### src/rtl/card_table_buffer.sv
// Double-buffered card-slot table between the CPU store bus and the VGA reader; shadow commits to display at frame_end.
// Optional CARD_TABLE_STATS_EN adds stats[15:0] = {dropped-store count, commit count}.
module card_table_buffer #(
  parameter int unsigned NUM_SLOTS  = 10,
  parameter int unsigned BASE_ADDR  = 16,
  parameter int unsigned WL_ADDR    = 15,
  parameter int unsigned CLR_ADDR   = 14,
  parameter int unsigned IDX_WIDTH  = 6,
  parameter int unsigned MAX_CARD   = 52,
  parameter int unsigned EMPTY_CODE = 63
) (
  input  logic        clk,
  input  logic        reset,
  input  logic        mem_we,
  input  logic [31:0] mem_addr,
  input  logic [31:0] mem_wdata,
  input  logic        frame_end,
  input  logic [31:0] rd_addr,
  output logic [31:0] rd_data,
  output logic [1:0]  win_loss,
  output logic        busy,
  output logic        dirty
`ifdef CARD_TABLE_STATS_EN
  ,
  output logic [15:0] stats
`endif
);

  localparam int unsigned PW = (NUM_SLOTS > 1) ? $clog2(NUM_SLOTS) : 1;
  localparam logic [IDX_WIDTH-1:0] EMPTY = IDX_WIDTH'(EMPTY_CODE);

  typedef enum logic {IDLE, CLEAR} state_t;

  state_t               state_q, state_d;
  logic [PW-1:0]        ptr_q, ptr_d;
  logic [IDX_WIDTH-1:0] shadow_q [NUM_SLOTS];
  logic [IDX_WIDTH-1:0] shadow_d [NUM_SLOTS];
  logic [IDX_WIDTH-1:0] disp_q   [NUM_SLOTS];
  logic [IDX_WIDTH-1:0] disp_d   [NUM_SLOTS];
  logic [1:0]           sh_wl_q, sh_wl_d, disp_wl_q, disp_wl_d;
  logic                 dirty_q, dirty_d;
  logic [IDX_WIDTH-1:0] rd_q, rd_d;

  logic [31:0]          wr_off, rd_off;
  logic                 slot_we, wl_we, clr_we, commit;
  logic [IDX_WIDTH-1:0] card;
  logic [1:0]           wl_val;

  // Unsigned wrap makes the single "< NUM_SLOTS" test cover both window bounds.
  assign wr_off  = mem_addr - BASE_ADDR;
  assign rd_off  = rd_addr - BASE_ADDR;
  assign slot_we = mem_we && (wr_off < NUM_SLOTS);
  assign wl_we   = mem_we && (mem_addr == WL_ADDR);
  assign clr_we  = mem_we && (mem_addr == CLR_ADDR);
  assign card    = (mem_wdata <= MAX_CARD) ? mem_wdata[IDX_WIDTH-1:0] : EMPTY;
  assign wl_val  = (mem_wdata[1:0] == 2'b11) ? 2'b00 : mem_wdata[1:0];
  assign commit  = frame_end && (state_q == IDLE) && dirty_q;

  always_comb begin
    state_d = state_q;
    ptr_d   = ptr_q;
    if (clr_we) begin
      state_d = CLEAR;
      ptr_d   = '0;
    end else if (state_q == CLEAR) begin
      if (ptr_q == PW'(NUM_SLOTS - 1)) begin
        state_d = IDLE;
        ptr_d   = '0;
      end else begin
        ptr_d = ptr_q + 1'b1;
      end
    end
  end

  // Clear first, then the bus store, so a store hitting the pointer slot wins.
  always_comb begin
    rd_d = EMPTY;
    for (int k = 0; k < NUM_SLOTS; k++) begin
      shadow_d[k] = shadow_q[k];
      disp_d[k]   = commit ? shadow_q[k] : disp_q[k];
      if (state_q == CLEAR && ptr_q == PW'(k)) shadow_d[k] = EMPTY;
      if (slot_we && wr_off == 32'(k))         shadow_d[k] = card;
      if (rd_off == 32'(k))                    rd_d        = disp_q[k];
    end
    sh_wl_d = sh_wl_q;
    if (state_q == CLEAR && ptr_q == '0) sh_wl_d = 2'b00;
    if (wl_we)                           sh_wl_d = wl_val;
    disp_wl_d = commit ? sh_wl_q : disp_wl_q;
    dirty_d   = commit ? 1'b0 : dirty_q;
    if (slot_we || wl_we || clr_we) dirty_d = 1'b1;
  end

  always_ff @(posedge clk) begin
    if (!reset) begin
      state_q   <= IDLE;
      ptr_q     <= '0;
      sh_wl_q   <= 2'b00;
      disp_wl_q <= 2'b00;
      dirty_q   <= 1'b0;
      rd_q      <= EMPTY;
      for (int k = 0; k < NUM_SLOTS; k++) begin
        shadow_q[k] <= EMPTY;
        disp_q[k]   <= EMPTY;
      end
    end else begin
      state_q   <= state_d;
      ptr_q     <= ptr_d;
      sh_wl_q   <= sh_wl_d;
      disp_wl_q <= disp_wl_d;
      dirty_q   <= dirty_d;
      rd_q      <= rd_d;
      for (int k = 0; k < NUM_SLOTS; k++) begin
        shadow_q[k] <= shadow_d[k];
        disp_q[k]   <= disp_d[k];
      end
    end
  end

  assign rd_data  = {{(32-IDX_WIDTH){1'b0}}, rd_q};
  assign win_loss = disp_wl_q;
  assign busy     = (state_q == CLEAR);
  assign dirty    = dirty_q;

`ifdef CARD_TABLE_STATS_EN
  logic [7:0] ncommit_q, ncommit_d, ndrop_q, ndrop_d;
  logic       drop;

  // A store above the pointer lands now but the sweep will wipe it.
  assign drop = slot_we && (state_q == CLEAR) && (wr_off > 32'(ptr_q));

  always_comb begin
    ncommit_d = ncommit_q;
    ndrop_d   = ndrop_q;
    if (commit && ncommit_q != 8'hFF) ncommit_d = ncommit_q + 8'd1;
    if (drop && ndrop_q != 8'hFF)     ndrop_d   = ndrop_q + 8'd1;
  end

  always_ff @(posedge clk) begin
    if (!reset) begin
      ncommit_q <= '0;
      ndrop_q   <= '0;
    end else begin
      ncommit_q <= ncommit_d;
      ndrop_q   <= ndrop_d;
    end
  end

  assign stats = {ndrop_q, ncommit_q};
`endif

endmodule

### config.mk
export PLATFORM = sky130hd
export DESIGN_NAME = card_table_buffer
export DESIGN_NICKNAME = d
export VERILOG_FILES = /design/src/rtl/card_table_buffer.sv
export SDC_FILE = /design/constraint.sdc
export NUM_CORES = 1
export LEC_CHECK = 0
export CORE_UTILIZATION = 54
export CTS_CLUSTER_DIAMETER = 100
export DETAILED_ROUTE_END_ITERATION = 12
export PLACE_DENSITY_LB_ADDON = 0.3
export SYNTH_ARGS = -nofsm -noshare
export SYNTH_HDL_FRONTEND = slang
export SYNTH_SLANG_ARGS = --single-unit
### constraint.sdc
create_clock -name clk -period 3.5 [get_ports clk]
set_input_delay 0.7 -clock clk [delete_from_list [all_inputs] [get_ports clk]]
set_output_delay 0.7 -clock clk [all_outputs]
set_load 0.1 [all_outputs]
; After elaboration in Yosys (flattened, before gate mapping)
; Memories as Yosys holds them, arrays and structs flattened.
; Index checks and enable logic that the tools add are counted.
[totals]
memories = 2
out_inout_bits = 36
ramBits = 120
wordCells = 170
register_bits = 16
[mem_list]
columns = memory, depth, word_bits, rd, rd_clocked_by_memory_dff, write_ports, line_no
row1 = disp_q, 10, 6, 10, 0, 10, 38  ; logic [IDX_WIDTH-1:0] disp_q [NUM_SLOTS];
row2 = shadow_q, 10, 6, 10, 0, 10, 36  ; logic [IDX_WIDTH-1:0] shadow_q [NUM_SLOTS];
[classes]
reduce_logical = 33
n_eq_ne = 30
n_lt_le_gt_ge = 2
mux = 72
bitwise_logic = 22
n_addsub = 3
[op_table]
columns = cell, count
row1 = $mux 6, 61
row2 = $eq 32x3->1 const B, 8
row3 = $eq 32x4->1 const B, 6
row4 = $eq 32x2->1 const B, 4
row5 = $eq 32x1->1 const B, 2
row6 = $logic_not 32->1, 2
row7 = $sub 32x5->32 const B, 2
row8 = $le 32x6->1 const B, 1
row9 = $lt 32x4->1 const B, 1
row10 = $logic_and 1x1->1, 25
row11 = $or 1x1->1, 20
row12 = $eq 4x3->1 const B, 4
row13 = $eq 4x2->1 const B, 2
row14 = $eq 4x4->1 const B, 2
row15 = $mux 1, 7
row16 = $mux 2, 3
row17 = $add 4x1->4 const B, 1
row18 = $eq 4x1->1 const B, 1
row19 = $logic_not 4->1, 1
row20 = $mux 4, 1
row21 = $reduce_bool 2->1, 2
row22 = $eq 2x2->1 const B, 1
row23 = $logic_or 1x1->1, 2
row24 = $not 1->1, 2
row25 = $reduce_or 2->1, 1

; Depth between registers and ports, before layout
; Gate-level depths: netlist of the first run.
[logic_depth]
ltp_word = 12
mapped_depth = 9

; Least setup slack after synthesis of the first run
; OpenSTA, ideal clock, no wires.
[synth_path]
kind = input to register
startpoint = in rd_addr[28]
endpoint = reg rd_q[1]
path_slack_ns = 0.949
t_arrival_ns = 2.413
path_buffers = 1
setup_ns = 0.139
path_stages = 7
cell_sequence = or4_1 nor4_2 nand4_1 or4_1 buf_2 o32ai_1 o211ai_1
[synth_between]
elab_chain_cells = 12
word_cells_on_any_way = 21
classes_between = 1 x add/sub / 9 x eq/ne / 10 x mux / 1 x reduce/logical
[synth_rtl]
columns = item, line_no
row1 = "start, declared", 18  ; input logic [31:0] rd_addr,
row2 = $sub 32x5->32 *, 51  ; assign rd_off = rd_addr - BASE_ADDR;
row3 = $logic_not 32->1, 83  ; if (rd_off == 32'(k)) rd_d = disp_q[k];
row4 = $mux 6 (9 in a row), 83
row5 = $mux 6 *, 83
row6 = "end signal, assigned", 111  ; rd_q <= rd_d;
row7 = "end, declared", 42  ; logic [IDX_WIDTH-1:0] rd_q, rd_d;
; Mark *: on every way between the ends. The rest lies on a longest branch, timed or not.
; A chain may end at the register's enable or synchronous reset.

; Worst setup path after layout of the first run
[layout_path]
startpoint = reg dirty_q, in the netlist dirty
endpoint = out dirty
[layout_lines]
columns = item, line_no
row1 = "start, declared", 41  ; logic dirty_q, dirty_d;
row2 = "start signal, assigned", 110  ; dirty_q <= dirty_d;
row3 = "end, declared", 22  ; output logic dirty
; No word-level cell between the ends.

==> results of run 1 <==
-- layer usage --
metal | GRT usage | wire length, um | vias up
met1 | 0.3478 | 6344 | 2565
li1 | - | - | 2718
met3 | 0.06990 | 1331 | 39
met5 | 0 | 0 | -
met4 | 0.1448 | 510 | 0
met2 | 0.4736 | 7436 | 301
-- through the flow --
step                      hold slack (ns)  setup slack (ns)  power (uW)
after floorplan                    0.4325            0.9486        1786
after global placement             0.4482            0.4352        1899
after detailed placement           0.4526            0.3473        1903
after CTS                          0.4674            0.7619        3628
after global routing               0.4895            0.6909        3719
final                              0.4636            0.7699        3627
-- path summary, 6_finish.rpt --
kind	to	cells past startpoint
worst max-delay path	dirty	1
worst min-delay path	disp_q[1][2]	2
worst max register to register	shadow_q[0][2]	5
worst min register to register	disp_q[1][2]	2
-- power breakdown --
part | internal (uW) | switching, uW
Clock | 1120 | 639
Combinational | 119 | 204
Sequential | 1550 | 0.000000793
-- final cells by class --
class,instances,area share
tap,136,0.02261
clock buffer,23,0.06067
multi-input combinational,552,0.3808
clock inverter,9,0.01629
timing repair buffer,122,0.1569
sequential,136,0.3617
inverter,2,0.0009973
-- synth_stat cells (7+ instances only) --
cell	count
nor3_1	62
a21oi_1	60
mux2i_1	10
buf_4	26
and2_1	9
nor3b_1	7
nor2_1	43
o21ai_0	8
nand2_1	148
nor4_1	15
clkbuf_1	41
dfxtp_1	136
o211ai_1	12
nand3_1	72
mux2_2	12
-- logic make-up after synthesis --
logic type	Yosys count
AOI/OAI and AO/OA	111
other	1
buffers and inverters	73
and+or+nand+nor	388
DFF	136
muxes	22
xor gates and xnor gates	5
-- flip-flops by register name, summed over array words and instances, names as in the netlist --
| name | flops |
|---|---|
| rd_q | 6 |
| disp_q | 60 |
| shadow_q | 60 |
| ptr_q | 4 |
| win_loss | 2 |
| busy | 1 |
| sh_wl_q | 2 |
| dirty | 1 |
-- layout by cell type (no fill, tap or decap), types with 5 or more instances in the layout --
cell type and n:
nand2_1 148, dfxtp_1 136, clkdlybuf4s50_1 107, nand3_1 72, nor3_1 62, a21oi_1 60
nor2_1 42, conb_1 26, clkbuf_16 16, nor4_1 15, buf_4 14, mux2_2 12
o211ai_1 12, mux2i_1 10, and2_1 9, o21ai_0 8, nor3b_1 7, nor2b_1 6
nand2b_1 5, o21ai_1 5, clkinv_2 5
==> impl_metrics.yaml, run 1 <==
status:
  status: "finished, final reports clean"
global_routing:
  grt_overflow: 0
  antenna_found_initial: 0
  grt_use_total: 0.2871
  grt_pass1_wl_mm: 25.16
  grt_pass1_vias: 5217
  grt_max_degree: 84
worst_setup_path:
  cp_data_arrival_time_ns: 2.03
  path_cells: "clkdlybuf4s50_1"
  cp_slowest_cell: "clkdlybuf4s50_1"
  worst-setup-path-type: "reg -> out"
  r2r-start: "busy"
  crit_path_start: "dirty"
  cp_slowest_stage_delay_ns: 1.15
  critPathRequiredTime_ns: 2.80
  cp-end-kind: "output pin"
  crit_family: "buffers and inverters"
  path_buf_inv: 1
  r2r_slack_ns: 1.44
  critPathLaunchType: "flop"
  crit_fanout: 3
die:
  die_h_um: 106.2
  start_util: 0.5629
  fp.dieW_um: 106.2
  die_area_um2: 11280
  core.rowCount: 37
  design.portCount: 136
  core_area_um2: 10420
synth:
  synth_top_family_by_area: "simple AND/OR/NAND/NOR gates"
  syn_area_um2: 5863
  syn_inst: 736
  synth_enable_flop_cells: 0
  async_reset_ff_frac: 0
  synth_ff_type: "dfxtp_1"
  synth-xor-area-share: 0.007469
  synth_seq_cells: 136
  yosysTopAreaCellShare: 0.4644
  synthSimpleGateAreaFrac: 0.3099
  syn_avg_cell_area_um2: 7.966
  synth_seq_area_share: 0.4644
  synth_compound_area_frac: 0.1135
  synth_area_leaders: "dfxtp_1 46%, nand2_1 9.5%, nand3_1 6.1%, nor3_1 5.3%, a21oi_1 5.1%"
  synth_top_area_cell: "dfxtp_1"
  synthMuxAreaShare: 0.04012
  synth_fa_ha_area_frac: 0
  yosysWarnings: 0
  synth_cell_types: 45
sta:
  final.setup_skew_ns: 0.006698
  slew_viol_final: 0
  fin_crit_sh: 0.7800
  finalSetupViolations: 0
  finalHoldViolations: 0
  rsz0062_at_grt: "false"
  max_clock_freq_ghz: 0.3663
  slew_headroom: 0.1939
  min_period_ns: 2.730
  tns_ns: 0
  worst_pin_slew_ns: 1.209
finish:
  stdcell_area_um2: 7527
  fin_nets: 931
  nFillCells: 812
  antenna_cells: 0
  multi_input_area_um2: 2867
  regArea_um2: 2723
  fin_util: 0.7226
  instances_no_fill: 980
  syn_to_final_growth_pct: 28.38
  drive_gt1_frac: 0.07227
clock_network:
  ctsResizeCount: 0
  numCtsBuffers: 17
  htreeDepth: 4
  cts_root_buf: "clkbuf_8"
  clock_path_buffers: 2
  clk_pin_slew_ns: 0.06
  cts.sinks: 136
  clock_latency_ns: 0.53
  cts_setup_buffers: 0
  cts_tree: "yes"
  hold_buffers: 0
routing:
  drt.antenna.violating_nets: 0
  drcViolationCount: 0
  routedWlPerCell_um: 15.94
  drt_iter0_drc: 488
  routed_wl_mm: 15.62
  vias: 5623
  drt_pass1_iterations: 9
  drt-vias-per-instance: 5.738
placed_design:
  place.gp.congestion: 0.8342
  dp_hpwl_mm: 10.78
  place_inst: 948
  dpl_cell_area_um2: 6948
  portBuffers: 109
run:
  maxCapViolCount: 0
hold_path:
  hp-class: "reg -> reg"
  min_from: "shadow_q[1][2]"
power_and_ir_drop:
  p_leak_uw: 0.002914
  power_density_nw_per_um2: 481.8
  ir_drop_mv: 0.2605
Power figures use the tool's default switching activity.
==> run 2, diff against run 1 <==
--- a/config.mk
+++ b/config.mk
@@ -5,7 +5,7 @@
 export SDC_FILE = /design/constraint.sdc
 export NUM_CORES = 1
 export LEC_CHECK = 0
-export CORE_UTILIZATION = 54
+export CORE_UTILIZATION = 45
 export CTS_CLUSTER_DIAMETER = 100
 export DETAILED_ROUTE_END_ITERATION = 12
 export PLACE_DENSITY_LB_ADDON = 0.3
==> constraint.sdc (replaced) <==
create_clock -name clk -period 2.2 [get_ports clk]
set_input_delay 0.44 -clock clk [delete_from_list [all_inputs] [get_ports clk]]
set_output_delay 0.44 -clock clk [all_outputs]
set_load 0.1 [all_outputs]
==> impl_metrics.yaml, run 2 (synthesis results as in run 1) <==
power_and_ir_drop:
  p_sw_uw: 1327
  power_density_nw_per_um2: 717.3
  finalPower_uw: 5771
  seqPwrFrac: 0.427
  p_leak_uw: 0.003159
  ir_drop_mv: 0.5285
  intPower_uw: 4444
  pwr-share-clk: 0.478
  p_sw_frac: 0.2300
  comb_power_share: 0.095
worst_setup_path:
  crit_fanout: 13
  rr_worst_depth: 5
  cpMostUsedCell: "buf_4"
  r2r-start: "busy"
  cp_slowest_stage_delay_ns: 0.42
  worst-setup-path-type: "in -> reg"
  crit_path_start: "rd_addr[0]"
  critPathCapture: "rd_q[4]"
  critPathRequiredTime_ns: 2.45
  cp-end-kind: "flop"
  r2r_slack_ns: 0.26
  cp_data_arrival_time_ns: 2.36
  critPathLaunchType: "primary input"
  cp_slowest_cell: "clkdlybuf4s50_1"
  path_cells: "clkdlybuf4s50_1, buf_4, buf_4, clkinv_1, nand2_1, o221ai_1, o311ai_0, o32ai_1, o211ai_1"
  worstReg2RegEnd: "shadow_q[0][5]"
finish:
  instances_no_fill: 1048
  nFillCells: 1052
  drive_gt1_frac: 0.1381
  syn_to_final_growth_pct: 37.22
  final_cell_mix: "148 x nand2_1, 135 x dfxtp_1, 92 x clkdlybuf4s50_1, 71 x nand3_1, 62 x nor3_1"
  final_common_cell: "nand2_1"
  antenna_cells: 0
  largestRegisters: "disp_q (60), shadow_q (60), rd_q (6)"
  stdcell_area_um2: 8045
  fin_nets: 964
routing:
  drt_pass1_iterations: 5
  vias: 5726
  drt.antenna.violating_nets: 0
  drt_iter0_drc: 398
  routedWlPerCell_um: 15.43
  drcViolationCount: 0
  drt-vias-per-instance: 5.464
  routed_wl_mm: 16.18
global_routing:
  grt_max_degree: 84
  antenna_found_initial: 0
  grt_overflow: 0
  grt_pass1_wl_mm: 25.39
  grt_use_total: 0.2468
  grt_pass1_vias: 5497
sta:
  slew_headroom: 0.4502
  max_clock_freq_ghz: 0.4721
  tns_ns: 0
  final.setup_skew_ns: 0.004739
  worst_pin_slew_ns: 0.8247
  finalSetupViolations: 0
  setup_ws_ns: 0.08188
  fin_crit_sh: 0.9628
  finalHoldViolations: 0
  slew_viol_final: 0
  min_period_ns: 2.118
clock_network:
  clock_latency_ns: 0.41
  cts_tree: "yes"
  clock_path_buffers: 2
  cts.sinks: 136
  numCtsBuffers: 17
  clk_pin_slew_ns: 0.06
  cts_root_buf: "clkbuf_16"
  htreeDepth: 4
die:
  core.rowCount: 41
  fp.dieW_um: 116.1
  die_h_um: 116.1
  die_area_um2: 13490
  design.portCount: 136
  core_area_um2: 12670
  start_util: 0.4627
run:
  maxCapViolCount: 0
placed_design:
  dpl_cell_area_um2: 7341
  dp_hpwl_mm: 11.12
  portBuffers: 109
  place_inst: 1016
  post-place-ws_ns: -0.6804
  place.gp.congestion: 0.8494
status:
  status: "finished, final reports clean"
hold_path:
  hp-class: "reg -> reg"
-- run 2: what timing repair did --
action | in CTS | in global routing
resized for setup | 11 | 18
setup buffers | 0 | 1
pin swaps | 5 | 9
hold buffers | 0 | 0
endpoints found under the setup margin | 6 | 59
-- run 2: worst min path at each step --
stage	startpoint	end	slack [ns]	depth (start not counted)
4_1_cts	disp_q[6][1]	disp_q[6][1]	0.47	2
5_1_grt	shadow_q[1][1]	disp_q[1][1]	0.48	2
2_1_floorplan	disp_q[2][1]	disp_q[2][1]	0.43	2
6_report	disp_q[5][2]	disp_q[5][2]	0.47	2
3_3_place_gp	disp_q[5][4]	disp_q[5][4]	0.45	2
3_5_place_dp	disp_q[6][1]	disp_q[6][1]	0.45	2
-- run 2: metal layers --
metal,share of wire,global-route usage,wire length (um),vias up
li1,-,-,-,2777
met1,0.41,0.2725,6559,2653
met2,0.49,0.4337,7905,252
met3,0.071,0.06279,1143,44
met4,0.035,0.1368,566,0
met5,0,0,0,-
-- run 2: critical path: cells and delay by family --
family | cells | cell delay [ns]
AND/OR/NAND/NOR | 1 | 0.14
AO/OA/AOI/OAI | 4 | 0.90
buffers and inverters | 4 | 0.88
-- run 2: power groups by stage --
stage	Sequential, uW	Clock (uW)	Combinational (uW)
2_1_floorplan	2520	0	325
3_3_place_gp	2520	0	529
3_5_place_dp	2520	0	534
4_1_cts	2460	2780	536
5_1_grt	2460	2890	576
6_report	2460	2760	549
-- run 2: layout make-up --
cell class / instances / area, um2 / area share
multi-input cells: 552 / 2977 / 0.3700
flip-flops and latches: 136 / 2724 / 0.3386
repair buffers: 155 / 1540 / 0.1914
clock buffers: 22 / 484.2 / 0.06019
well taps: 172 / 215.2 / 0.02675
clock inverters: 9 / 97.59 / 0.01213
inverters: 2 / 7.507 / 0.0009331
-- run 2: metrics by stage --
step,hold slack [ns],utilization
2_1_floorplan,0.4325,-
3_5_place_dp,0.4547,0.5793
4_1_cts,0.4708,0.6271
5_1_grt,0.4817,0.6349
6_report,0.4683,0.6349
3_3_place_gp,0.4482,0.5793
